### config.mk
export PLATFORM = sky130hd
export DESIGN_NAME = des_key_schedule_ctrl
export DESIGN_NICKNAME = d
export VERILOG_FILES = /design/src/rtl/des_key_schedule_ctrl.sv
export SDC_FILE = /design/constraint.sdc
export NUM_CORES = 1
export LEC_CHECK = 0
export BUFFER_PORTS_ARGS = -buffer_cell sky130_fd_sc_hd__buf_2
export CORE_MARGIN = 3
export CORE_UTILIZATION = 45
export DETAILED_ROUTE_END_ITERATION = 16
export PLACE_DENSITY_LB_ADDON = 0.25
export REMOVE_ABC_BUFFERS = 1
export SYNTH_ARGS = -nofsm -noshare
export SYNTH_HDL_FRONTEND = slang
export SYNTH_HIERARCHICAL = 1
export SYNTH_SLANG_ARGS = --single-unit
### constraint.sdc
create_clock -name clk -period 3.12 [get_ports clk]
set_clock_uncertainty 0.05 [all_clocks]
set_input_delay 0.156 -clock clk [delete_from_list [all_inputs] [get_ports clk]]
set_output_delay 0.156 -clock clk [all_outputs]
set_load 0.1 [all_outputs]
### src/rtl/des_key_schedule_ctrl.sv
// rtl/des_key_schedule_ctrl.sv - DES subkey sequencer, optional key parity check via DES_KEY_PARITY_CHECK_EN

// PC1: 64-bit key to 56-bit C||D, parity bits dropped
module des_pc1 (
  input  logic [63:0] i_key,
  output logic [55:0] o_cd
);
  localparam int TAB [56] = '{
    57, 49, 41, 33, 25, 17,  9,  1, 58, 50, 42, 34, 26, 18,
    10,  2, 59, 51, 43, 35, 27, 19, 11,  3, 60, 52, 44, 36,
    63, 55, 47, 39, 31, 23, 15,  7, 62, 54, 46, 38, 30, 22,
    14,  6, 61, 53, 45, 37, 29, 21, 13,  5, 28, 20, 12,  4};

  logic w_unused_par;
  assign w_unused_par = ^{i_key[56], i_key[48], i_key[40], i_key[32],
                          i_key[24], i_key[16], i_key[8],  i_key[0]};

  // table-driven bit gather, bit 1 = MSB
  always_comb begin
    o_cd = '0;
    for (int i = 0; i < 56; i++) o_cd[55-i] = i_key[64-TAB[i]];
  end
endmodule

// PC2: 56-bit C||D to 48-bit round subkey
module des_pc2 (
  input  logic [55:0] i_cd,
  output logic [47:0] o_subkey
);
  localparam int TAB [48] = '{
    14, 17, 11, 24,  1,  5,  3, 28, 15,  6, 21, 10,
    23, 19, 12,  4, 26,  8, 16,  7, 27, 20, 13,  2,
    41, 52, 31, 37, 47, 55, 30, 40, 51, 45, 33, 48,
    44, 49, 39, 56, 34, 53, 46, 42, 50, 36, 29, 32};

  logic w_unused_cd;
  assign w_unused_cd = ^{i_cd[47], i_cd[38], i_cd[34], i_cd[31],
                         i_cd[21], i_cd[18], i_cd[13], i_cd[2]};

  // table-driven bit gather, bit 1 = MSB
  always_comb begin
    o_subkey = '0;
    for (int i = 0; i < 48; i++) o_subkey[47-i] = i_cd[56-TAB[i]];
  end
endmodule

module des_key_schedule_ctrl (
  input  logic        clk,
  input  logic        rst_n,
  input  logic        key_valid,
  output logic        key_ready,
  input  logic [63:0] key,
  input  logic        decrypt,
  input  logic        abort,
  output logic        subkey_valid,
  input  logic        subkey_ready,
  output logic [47:0] subkey,
  output logic [3:0]  round_idx,
  output logic        last_round,
  output logic        busy,
  output logic        parity_err
);
  typedef enum logic {S_IDLE, S_ROUND} state_t;

  state_t      r_state, w_state_nxt;
  logic [27:0] r_c, r_d, w_c_nxt, w_d_nxt;
  logic [3:0]  r_round_idx, w_round_nxt;
  logic        r_dec, w_dec_nxt;
  logic [55:0] w_pc1;
  logic [4:0]  w_sched_r;
  logic        w_shift_two;
  logic        w_parity_bad;

  function automatic logic [27:0] rotl28(input logic [27:0] x, input logic two);
    return two ? {x[25:0], x[27:26]} : {x[26:0], x[27]};
  endfunction

  function automatic logic [27:0] rotr28(input logic [27:0] x, input logic two);
    return two ? {x[1:0], x[27:2]} : {x[0], x[27:1]};
  endfunction

  des_pc1 u_pc1 (.i_key(key), .o_cd(w_pc1));
  des_pc2 u_pc2 (.i_cd({r_c, r_d}), .o_subkey(subkey));

  // 1-based DES round whose shift moves C/D to the next subkey in issue order
  assign w_sched_r   = r_dec ? (5'd16 - {1'b0, r_round_idx}) : ({1'b0, r_round_idx} + 5'd2);
  assign w_shift_two = !((w_sched_r == 5'd1) || (w_sched_r == 5'd2) ||
                         (w_sched_r == 5'd9) || (w_sched_r == 5'd16));

`ifdef DES_KEY_PARITY_CHECK_EN
  logic r_parity_err;
  logic w_parity_err_nxt;
  logic [7:0] w_byte_odd;

  // each key byte must carry odd parity
  always_comb begin
    w_byte_odd = '0;
    for (int b = 0; b < 8; b++) w_byte_odd[b] = ^key[8*b +: 8];
  end
  assign w_parity_bad = ~(&w_byte_odd);
  assign w_parity_err_nxt = (r_state == S_IDLE) && key_valid && w_parity_bad;

  // one-cycle error pulse following a rejected key
  always_ff @(posedge clk or negedge rst_n) begin
    if (!rst_n) r_parity_err <= 1'b0;
    else        r_parity_err <= w_parity_err_nxt;
  end
  assign parity_err = r_parity_err;
`else
  assign w_parity_bad = 1'b0;
  assign parity_err   = 1'b0;
`endif

  // next state and C/D/round updates; abort beats a same-cycle handshake
  always_comb begin
    w_state_nxt = r_state;
    w_c_nxt     = r_c;
    w_d_nxt     = r_d;
    w_round_nxt = r_round_idx;
    w_dec_nxt   = r_dec;
    case (r_state)
      S_IDLE: begin
        if (key_valid) begin
          w_dec_nxt   = decrypt;
          w_round_nxt = 4'd0;
          if (!w_parity_bad) begin
            w_state_nxt = S_ROUND;
            // decrypt starts at K16, whose cumulative rotation is 28 (identity)
            if (decrypt) begin
              w_c_nxt = w_pc1[55:28];
              w_d_nxt = w_pc1[27:0];
            end else begin
              w_c_nxt = rotl28(w_pc1[55:28], 1'b0);
              w_d_nxt = rotl28(w_pc1[27:0], 1'b0);
            end
          end
        end
      end
      S_ROUND: begin
        if (abort) begin
          w_state_nxt = S_IDLE;
          w_round_nxt = 4'd0;
        end else if (subkey_ready) begin
          if (r_round_idx == 4'd15) begin
            w_state_nxt = S_IDLE;
          end else begin
            w_round_nxt = r_round_idx + 4'd1;
            if (r_dec) begin
              w_c_nxt = rotr28(r_c, w_shift_two);
              w_d_nxt = rotr28(r_d, w_shift_two);
            end else begin
              w_c_nxt = rotl28(r_c, w_shift_two);
              w_d_nxt = rotl28(r_d, w_shift_two);
            end
          end
        end
      end
      default: w_state_nxt = S_IDLE;
    endcase
  end

  // state and datapath registers
  always_ff @(posedge clk or negedge rst_n) begin
    if (!rst_n) begin
      r_state     <= S_IDLE;
      r_c         <= '0;
      r_d         <= '0;
      r_round_idx <= '0;
      r_dec       <= 1'b0;
    end else begin
      r_state     <= w_state_nxt;
      r_c         <= w_c_nxt;
      r_d         <= w_d_nxt;
      r_round_idx <= w_round_nxt;
      r_dec       <= w_dec_nxt;
    end
  end

  assign key_ready    = (r_state == S_IDLE);
  assign subkey_valid = (r_state == S_ROUND);
  assign busy         = (r_state != S_IDLE);
  assign round_idx    = r_round_idx;
  assign last_round   = (r_state == S_ROUND) && (r_round_idx == 4'd15);

endmodule

# ---- After elaboration in Yosys (flattened, before gate mapping)
# Cells that the tools add are included.
dict set report totals {
  ff_bits 62
  input_bits 70
  out_inout_bits 57
  word_cells 56
}
dict set report classes {
  add_sub_neg 3
  n_eq_ne 11
  n_mux 29
  n_bitwise 1
  reduce_logical 7
}
# op count
set op_table {}
lappend op_table {{$mux 28} 16}
lappend op_table {{$pmux 28 s2} 2}
lappend op_table {{$mux 4} 4}
lappend op_table {{$ne 2x2->1 const B} 4}
lappend op_table {{$pmux 4 s2} 1}
lappend op_table {{$ne 3x3->1 const B} 2}
lappend op_table {{$add 4x2->5 const B} 1}
lappend op_table {{$eq 5x1->1 const B} 1}
lappend op_table {{$eq 5x2->1 const B} 1}
lappend op_table {{$eq 5x4->1 const B} 1}
lappend op_table {{$eq 5x5->1 const B} 1}
lappend op_table {{$mux 5} 1}
lappend op_table {{$sub 5x4->5 const A} 1}
lappend op_table {{$add 4x1->4 const B} 1}
lappend op_table {{$eq 4x4->1 const B} 1}
lappend op_table {{$mux 1} 4}
lappend op_table {{$reduce_and 4->1} 1}
lappend op_table {{$logic_or 1x1->1} 3}
lappend op_table {{$reduce_and 3->1} 1}
lappend op_table {{$pmux 1 s2} 1}
lappend op_table {{$reduce_and 2->1} 1}
lappend op_table {{$logic_and 1x1->1} 1}
lappend op_table {{$not 1->1} 1}

# ---- Logic depth before layout (Yosys ltp)
# Gate-level depths: netlist of run 1.
dict set report depth {
  ltp_word 12
  mapped_depth 10
  ltp_nobuf 7
}

# ---- Modules after synthesis
# The synthesis of run 1 kept the hierarchy.
# mod instances cells_per_inst area_each_um2 seq_area_each_um2
set modules_own_cells {}
lappend modules_own_cells {des_key_schedule_ctrl 1 535 4912.2 1551.5}
lappend modules_own_cells {des_pc1 1 56 420.4 0.0}
lappend modules_own_cells {des_pc2 1 48 360.3 0.0}

# ---- Worst setup path before layout of run 1
# No wires, ideal clock.
dict set report synth_timing {
  path_kind {reg-to-output}
  from {reg r_state (netlist: busy)}
  to {out last_round}
  t_arrival_ns 3.149
  t_required_ns 2.914
  setup_slack_ns -0.235
  stages_incl_launch_ff 3
  path_buffers 0
  path_cell_list {dfrtp_1 -> inv_1 -> nor2_1}
}
dict set report synth_via {
  elab_chain_cells 1
}
# element line
set synth_rtl {}
lappend synth_rtl {{start, declared} 65} ;# state_t r_state, w_state_nxt;
lappend synth_rtl {{start signal, assigned} 171} ;# r_state <= w_state_nxt;
lappend synth_rtl {{$logic_and 1x1->1} 183} ;# assign last_round = (r_state == S_ROUND) && (r_round_idx == 4'd15);
lappend synth_rtl {{end, declared} 59} ;# output logic last_round,
# Every way passes these cells.

# ---- Final worst setup path of run 1
dict set report layout_timing {
  from {reg r_round_idx[1] (netlist: round_idx[1])}
  to {reg r_d[1]}
}
dict set report layout_via {
  elab_chain_cells 12
  word_cells_on_any_way 20
  cone_classes {add/sub: 2; eq/ne: 6; mux: 8; reduce/logical: 4}
}
# element line
set layout_rtl {}
lappend layout_rtl {{start, declared} 67} ;# logic [3:0] r_round_idx, w_round_nxt;
lappend layout_rtl {{start signal, assigned} 174} ;# r_round_idx <= w_round_nxt;
lappend layout_rtl {{$sub 5x4->5 / $add 4x2->5 (equally long branches)} 86} ;# assign w_sched_r = r_dec ? (5'd16 - {1'b0, r_round_idx}) : ({1'b0, r_round_idx} + 5'd2);
lappend layout_rtl {{$mux 5} 86}
lappend layout_rtl {{$eq 5x1->1 / $eq 5x2->1 (equally long branches)} 87} ;# assign w_shift_two = !((w_sched_r == 5'd1) || (w_sched_r == 5'd2) ||
lappend layout_rtl {{$logic_or 1x1->1 (2 in series)} 87}
lappend layout_rtl {{$logic_or 1x1->1} 88} ;# (w_sched_r == 5'd9) || (w_sched_r == 5'd16));
lappend layout_rtl {{$mux 28 (on tied branches)} {75, 79}}
lappend layout_rtl {{$mux 28} 148} ;# if (r_dec) begin
lappend layout_rtl {{$mux 28} 144} ;# if (r_round_idx == 4'd15) begin
lappend layout_rtl {{$mux 28} 143} ;# end else if (subkey_ready) begin
lappend layout_rtl {{$mux 28} 140} ;# if (abort) begin
lappend layout_rtl {{$pmux 28 s2} 121} ;# case (r_state)
lappend layout_rtl {{end signal, assigned} 173} ;# r_d <= w_d_nxt;
lappend layout_rtl {{end, declared} 66} ;# logic [27:0] r_c, r_d, w_c_nxt, w_d_nxt;
# Parallel ways exist; a longest one is shown, timed or not. The select of a mux whose other input is x is not followed.
# A chain may end at the register's enable or synchronous reset.

==> results.yml, run 1 <==
routing:
  drc_errors: 0
  antenna_left: 0
  dr.pass1.iters: 6
  wl_per_cell_um: 19.1
  vias: 5039
  routed_via_density: 6.32
  routed_wl_um: 15200
  drtIter0Drc: 675
timing:
  fin_ws_ns: 0.474
  tightest_slew_ns: 0.772
  tns_ns: 0
  fin_crit_sh_pct: 84.8
  clock.fmax_mhz: 378
  grt_setup_unrepaired: "false"
  final_hold_viol_count: 0
  finalMaxSlewViolations: 0
  setup_viol: 0
  slew_headroom_pct: 48.5
  timing.final.crit_period_ns: 2.65
final_layout:
  n_antenna_cell: 0
  utilization_pct: 48.1
  nFillCells: 1243
  drive_gt1_share_pct: 26.2
  syn_to_final_growth_pct: 3.12
  final_common_cell: "buf_2"
  final_cell_mix: "buf_2 (116), dfrtp_1 (62), o31ai_1 (61)"
  finalNetCount: 698
  final_area_um2: 5870
power:
  leakage_nw: 2.46
  ir_drop_mv: 0.332
  p_total_mw: 5.33
  p_per_area_nw_per_um2: 908
worst_setup_path:
  cp-end-kind: "register"
  critPathLaunchType: "register"
  cp_max_fo: 15
  r2r-end: "r_d[1]"
  rrSetupSlack_ns: 0.47
  path_class: "reg -> reg"
  crit_arrival_ns: 2.84
  endpoint: "r_d[1]"
  rr_worst_depth: 8
  r2r-start: "round_idx[1]"
  worst_ep_required_time_ns: 3.31
  cp-startpoint: "round_idx[1]"
logic_synthesis:
  yosys_register_bits: 62
  syn_inst: 639
  synth_cell_types: 50
  syn_area_um2: 5690
  synthTopCellsByArea: "dfrtp_1 (27%), buf_4 (14%), mux2i_1 (9.8%)"
  yosysSeqAreaShare_pct: 27.3
  yosysTopAreaCell: "dfrtp_1"
  synth_top_flop_cell: "dfrtp_1"
  async_reset_ff_share_pct: 100
  syn_area_per_cell_um2: 8.91
  synth_warnings: 6
  synth_edf_count: 0
  yosysTopAreaCellShare_pct: 27.3
place:
  place.port_buffers: 117
  dp_hpwl_um: 9780
  place_ws_ns: 0.523
  place_area_um2: 5580
  gp_congestion: 0.804
floorplanning:
  die_area_um2: 14000
  num_rows: 40
  core-area_um2: 12200
  io_pins: 127
  fp.dieH_um: 118
  initial_core_util_pct: 46.6
  die_w_um: 118
cts:
  cts_max_level: 3
  clkTransAtPathRegs_ns: 0.05
  cts.path.max_buffers: 2
  clk_latency_ns: 0.32
  cts_buffers: 9
  post_cts_buffers: 0
  tritoncts: "built"
  clock-root-buffer: "clkbuf_16"
  cts.sinks: 62
global_route:
  overflow: 0
  grt_pass1_vias: 4757
  antenna_found_initial: 0
  grt_max_degree: 63
  grt_usage_pct: 21.0
  grt_pass1_wl_um: 24700
outcome:
  outcome: "finished, final reports clean"
hold_path:
  hold_class: "in -> reg"
  hp-start: "key_valid"
run:
  max_cap_violations: 0
## registers in the layout (all words and copies together) (netlist names)
name and flops:
r_c 28, r_dec 1, round_idx 4, busy 1, r_d 28
## synthesized netlist by cell type, types with 3 or more instances
cell type,instances
nand2b_1,3
dlygate4sd3_1,4
nand3_1,3
buf_6,10
o21ai_1,5
nor2_1,4
o31a_1,4
nand4_1,4
nor4b_1,4
clkbuf_1,12
ha_1,4
nand2_1,60
o31ai_1,61
a221oi_1,52
a21oi_1,54
a31oi_1,5
mux2i_1,56
a21o_1,5
dfrtp_1,62
a22oi_1,52
inv_1,5
buf_2,24
nor2b_1,3
o21ai_0,5
buf_4,109
## cell type report
cell class              count  area (µm²)  area share, %
multi-input cells         407        2980           50.8
clock buffers              16         282           4.80
flip-flops and latches     62        1550           26.4
inverters                   6        22.5          0.384
repair buffers            138         823           14.0
well taps                 168         210           3.58
## power breakdown
part / total [mW] / internal, mW / switching [mW] / leakage [nW]
combinational: 2.91 / 0.650 / 2.26 / 1.62
clock: 0.946 / 0.604 / 0.342 / 0.137
sequential: 1.48 / 1.04 / 0.443 / 0.700
total: 5.33 / 2.29 / 3.04 / 2.46
## worst min path at each step
stage	to	slack, ns	cells past startpoint
floorplan	busy	-0.19	0
global placement	r_c[15]	0.22	1
detailed placement	r_c[15]	0.23	1
CTS	round_idx[0]	0.17	4
global route	round_idx[0]	0.18	4
finish	round_idx[0]	0.18	4
## cell families after synthesis
family	share of synthesized area (%)
mux	10.0
flops	27.3
other cells	0.0659
compound gates	32.6
simple gates	7.96
xor+xnor	0.154
buf+inv	21.0
fa+ha+maj	0.879
## metrics by stage
stage,cells,hold slack (ns)
4_1_cts,797,0.166
3_5_place_dp,780,0.228
3_3_place_gp,780,0.221
2_1_floorplan,475,-0.190
6_report,797,0.180
5_1_grt,797,0.184
## per-layer routing
layer / track usage (%) / up-vias / wire length, µm
met4: 5.72 / 0 / 110
met3: 4.21 / 13 / 1030
met5: 0 / - / 0
met2: 32.9 / 223 / 7320
li1: - / 2325 / -
met1: 29.6 / 2478 / 6720
## repair_timing
item	in CTS	in global routing
resized for setup	0	0
setup endpoints to repair	0	0
hold endpoints to repair	30	0
hold buffers	1	0
## worst max-delay path: stages (launching register included)
cell and delay (ns):
dfrtp_1 0.50, inv_1 0.11, ha_1 0.42, nand2_1 0.16, o221ai_1 0.23, and4_2 0.54, buf_4 0.28, a221oi_1 0.11
a21oi_1 0.17
No activity file was read; power rests on OpenSTA's default activity.
==> run 2, diff against run 1 <==
==> constraint.sdc (replaced) <==
create_clock -name clk -period 2.6 [get_ports clk]
set_clock_uncertainty 0.05 [all_clocks]
set_input_delay 0.13 -clock clk [delete_from_list [all_inputs] [get_ports clk]]
set_output_delay 0.13 -clock clk [all_outputs]
set_load 0.1 [all_outputs]
==> results.yml, run 2 (synthesis results as in run 1) <==
outcome:
  outcome: "finished, final reports clean"
place:
  place_area_um2: 5590
  place.port_buffers: 117
  gp_congestion: 0.786
  dp_hpwl_um: 9710
routing:
  antenna_left: 0
  drtIter0Drc: 676
  vias: 4988
  dr.pass1.iters: 5
  wl_per_cell_um: 18.9
  drc_errors: 0
  routed_via_density: 6.24
  routed_wl_um: 15200
global_route:
  antenna_found_initial: 0
  grt_pass1_vias: 4992
  overflow: 0
  grt_pass1_wl_um: 25600
  grt_usage_pct: 21.5
  grt_max_degree: 84
power:
  p_total_mw: 6.63
  leakage_nw: 2.49
  netSwitchingPower_mw: 3.68
  ir_drop_mv: 0.519
  seq_power_share_pct: 26.5
  power_switching_share_pct: 55.6
  p_per_area_nw_per_um2: 1110
  p_comb_share_pct: 52.5
  intPower_mw: 2.94
  clockPowerShare_pct: 21.0
cts:
  cts.path.max_buffers: 2
  clk_latency_ns: 0.32
  cts.sinks: 62
  clkTransAtPathRegs_ns: 0.06
  cts_max_level: 3
  cts_buffers: 9
  tritoncts: "built"
  clock-root-buffer: "clkbuf_16"
worst_setup_path:
  crit_arrival_ns: 2.60
  crit_chain: "inv_2 > ha_2 > or3b_4 > a2111oi_4 > nor4b_4 > buf_12 > a22oi_1 > a21oi_1"
  worst_ep_required_time_ns: 2.75
  slowest_delay_ns: 0.41
  cp_slowest_cell: "a2111oi_4"
  rr_worst_depth: 8
  r2r-end: "r_d[8]"
  path_class: "reg -> reg"
  cp_max_fo: 52
  rrSetupSlack_ns: 0.15
  cp-end-kind: "register"
  critPathLaunchType: "register"
  r2r-start: "round_idx[0]"
final_layout:
  nFillCells: 1244
  n_antenna_cell: 0
  final_common_cell: "buf_2"
  drive_gt1_share_pct: 27.4
  finalNetCount: 701
  utilization_pct: 48.7
  syn_to_final_growth_pct: 4.48
  final_area_um2: 5950
  multi_input_area_um2: 2990
  final_cell_mix: "buf_2 (116), dfrtp_1 (62), o31ai_1 (61)"
  seq_area_um2: 1550
timing:
  fin_crit_sh_pct: 94.4
  finalMaxSlewViolations: 0
  timing.final.crit_period_ns: 2.45
  setup_viol: 0
  tns_ns: 0
  holdWs_ns: 0.122
  tightest_slew_ns: 0.625
  slew_headroom_pct: 58.3
  grt_setup_unrepaired: "false"
  final_hold_viol_count: 0
  clock.fmax_mhz: 408
floorplanning:
  fp.dieH_um: 118
  die_w_um: 118
  core-area_um2: 12200
  die_area_um2: 14000
  initial_core_util_pct: 46.6
  io_pins: 127
  num_rows: 40
hold_path:
  hp-start: "key_valid"
  min_to: "round_idx[0]"
  hold_class: "in -> reg"
  hold-path-cell-count: 4
run:
  max_cap_violations: 0
==> run 2: through the flow <==
step	std cells	setup slack [ns]
detailed placement	783	-0.135
finish	800	0.146
CTS	800	0.154
floorplan	475	-3.34
global placement	783	-0.0262
global route	800	0.00770
==> run 2: worst max-delay path, delay by kind of cell (launching register included) <==
| kind | cells | cell delay [ns] |
|---|---|---|
| AND/OR/NAND/NOR | 2 | 0.50 |
| adder cells (fa/ha/maj) | 1 | 0.33 |
| AO/OA/AOI/OAI | 3 | 0.70 |
| flip-flops | 1 | 0.39 |
| buffers and inverters | 2 | 0.35 |
==> run 2: power groups by stage <==
stage          Clock [mW]  Sequential (mW)  Combinational, mW
6_report             1.39             1.76               3.48
5_1_grt              1.45             1.81               3.66
4_1_cts              1.42             1.74               3.48
3_5_place_dp            0             1.75               3.47
3_3_place_gp            0             1.75               3.43
2_1_floorplan           0             3.37              0.994
==> run 2: what timing repair did <==
action / in CTS / in global routing
buffers inserted: 0 / 0
gates resized for setup: 1 / 2
endpoints found under the setup margin: 52 / 11
pin swaps: 0 / 1
endpoints found under the hold margin: 21 / 0
hold buffers: 1 / 0
==> run 2: worst max path at each step <==
stage,startpoint,end,cells past startpoint
after floorplan,busy,r_dec,2
final,round_idx[0],r_d[8],8
after detailed placement,round_idx[0],r_d[3],7
after global routing,round_idx[0],r_d[16],8
after CTS,round_idx[0],r_c[1],8
after global placement,round_idx[0],r_c[11],7
==> run 2: area by class of cell <==
cell class,instances,share of cell area [%]
clock buffer,10,3.85
clock inverter,6,1.85
inverter,6,0.379
multi-input combinational,407,50.3
sequential,62,26.1
tap,168,3.53
timing repair buffer,141,14.0
==> run 2: routing by layer <==
metal	track usage (%)	vias up	share of wire, %
met5	0	-	0
met4	5.50	0	0.74
met3	4.16	8	5.3
met2	35.0	167	49
met1	29.4	2473	45
li1	-	2340	-
==> run 3, diff against run 2 <==
--- a/config.mk
+++ b/config.mk
@@ -10,7 +10,6 @@
 export CORE_UTILIZATION = 45
 export DETAILED_ROUTE_END_ITERATION = 16
 export PLACE_DENSITY_LB_ADDON = 0.25
-export REMOVE_ABC_BUFFERS = 1
 export SYNTH_ARGS = -nofsm -noshare
 export SYNTH_HDL_FRONTEND = slang
 export SYNTH_HIERARCHICAL = 1
==> results.yml, run 3 (synthesis results as in run 1) <==
timing:
  tightest_slew_ns: 0.876
  setup_viol: 0
  finalMaxSlewViolations: 0
  grt_setup_unrepaired: "true"
  timing.final.crit_period_ns: 2.49
  clock.fmax_mhz: 402
  final_hold_viol_count: 0
  slew_headroom_pct: 41.6
  fin_ws_ns: 0.112
  fin_crit_sh_pct: 95.7
  tns_ns: 0
final_layout:
  syn_to_final_growth_pct: 4.15
  final_cell_mix: "buf_2 (116), o31ai_1 (61), nand2_1 (60)"
  nFillCells: 1226
  drive_gt1_share_pct: 28.0
  n_antenna_cell: 0
  finalNetCount: 700
  final_common_cell: "buf_2"
  utilization_pct: 48.6
run:
  max_cap_violations: 0
cts:
  clk_latency_ns: 0.33
  cts.path.max_buffers: 2
  postCtsResizedCells: 0
  post_cts_buffers: 0
  clkTransAtPathRegs_ns: 0.05
  tritoncts: "built"
  clock-root-buffer: "clkbuf_16"
  cts.sinks: 62
  cts_max_level: 3
  cts_buffers: 9
place:
  gp_congestion: 0.838
  dp_hpwl_um: 9790
  place_ws_ns: 0.119
  place.port_buffers: 117
logic_synthesis:
  syn_nets: 713
global_route:
  grt_pass1_vias: 4978
  grt_max_degree: 115
  grt_pass1_wl_um: 25100
  grt_usage_pct: 21.3
  antenna_found_initial: 0
  overflow: 0
floorplanning:
  num_rows: 40
  die_w_um: 118
  initial_core_util_pct: 46.6
  fp.dieH_um: 118
  io_pins: 127
  core-area_um2: 12200
  die_area_um2: 14000
routing:
  vias: 5017
  routed_wl_um: 15000
  antenna_left: 0
  drtIter0Drc: 555
  routed_via_density: 6.29
  dr.pass1.iters: 5
  drc_errors: 0
  wl_per_cell_um: 18.9
worst_setup_path:
  critPathLaunchType: "register"
  endpoint: "r_c[8]"
  slowest_delay_ns: 0.46
  worst_ep_required_time_ns: 2.76
  r2r-start: "round_idx[1]"
  crit_chain: "inv_1 > ha_4 > or3b_4 > a2111oi_4 > nor4b_4 > buf_4 > a22oi_1 > a21oi_1"
  rr_worst_depth: 8
  crit_arrival_ns: 2.65
  cp_max_fo: 26
  cp_slowest_cell: "dfrtp_4"
  path_class: "reg -> reg"
  cp-end-kind: "register"
  rrSetupSlack_ns: 0.11
  r2r-end: "r_c[8]"
  cp-startpoint: "round_idx[1]"
hold_path:
  hold-path-cell-count: 4
  hold_class: "in -> reg"
outcome:
  outcome: "finished, final reports clean"
power:
  p_per_area_nw_per_um2: 1070
  p_total_mw: 6.36
  leakage_nw: 2.46
  ir_drop_mv: 0.726
## run 3: cell types whose count changed in the layout (fill, tap and decap cells not counted), sizes merged
cell	delta
bufinv	-3
clkbuf	+2
clkinvlp	-2
buf	-1
clkinv	+1
## run 3: area by class of cell
cell class / count / area, µm² / area share, %
clock buffer: 12 / 246 / 4.16
clock inverter: 2 / 10.0 / 0.169
inverter: 6 / 30.0 / 0.506
multi-input combinational: 407 / 3020 / 51.0
sequential: 62 / 1560 / 26.3
tap: 168 / 210 / 3.55
timing repair buffer: 140 / 851 / 14.3
## run 3: through the flow
stage / instance area (µm²) / std cells / hold slack (ns)
detailed placement: 5660 / 782 / 0.247
finish: 5930 / 797 / 0.135
floorplan: 5750 / 639 / -0.216
global route: 5930 / 797 / 0.180
CTS: 5930 / 797 / 0.124
global placement: 5660 / 782 / 0.242
## run 3: power breakdown
part           internal (mW)  leakage (nW)  switching (mW)
Sequential              1.24         0.694           0.535
Combinational          0.804          1.63            2.71
Clock                  0.657         0.128           0.416
## run 3: per-layer routing
layer / GRT usage (%) / part of all wire [%] / wire length (µm) / vias to the layer above
li1: - / - / - / 2329
met1: 28.0 / 44 / 6570 / 2457
met2: 35.2 / 49 / 7310 / 210
met3: 4.64 / 6.6 / 992 / 21
met4: 6.30 / 1.2 / 173 / 0
met5: 0 / 0 / 0 / -
## run 3: worst max-delay path: cells and delay by family, from the launching register on
family | cells | cell delay, ns
DFF | 1 | 0.46
AOI/OAI and AO/OA | 3 | 0.74
adders and majority gates | 1 | 0.24
and+or+nand+nor | 2 | 0.49
buffers and inverters | 2 | 0.37
## run 3: how the worst min path moves through the flow
stage	to	slack, ns	from
after global placement	r_d[21]	0.24	rst_n
after global routing	round_idx[0]	0.18	key_valid
after detailed placement	r_d[21]	0.25	rst_n
final	round_idx[0]	0.14	key_valid
after CTS	round_idx[0]	0.12	key_valid
after floorplan	busy	-0.22	rst_n
## run 3: repair_timing
action | in CTS | in global routing
hold buffers | 1 | 0
hold endpoints to repair | 33 | 0
endpoints found under the setup margin | 0 | 1
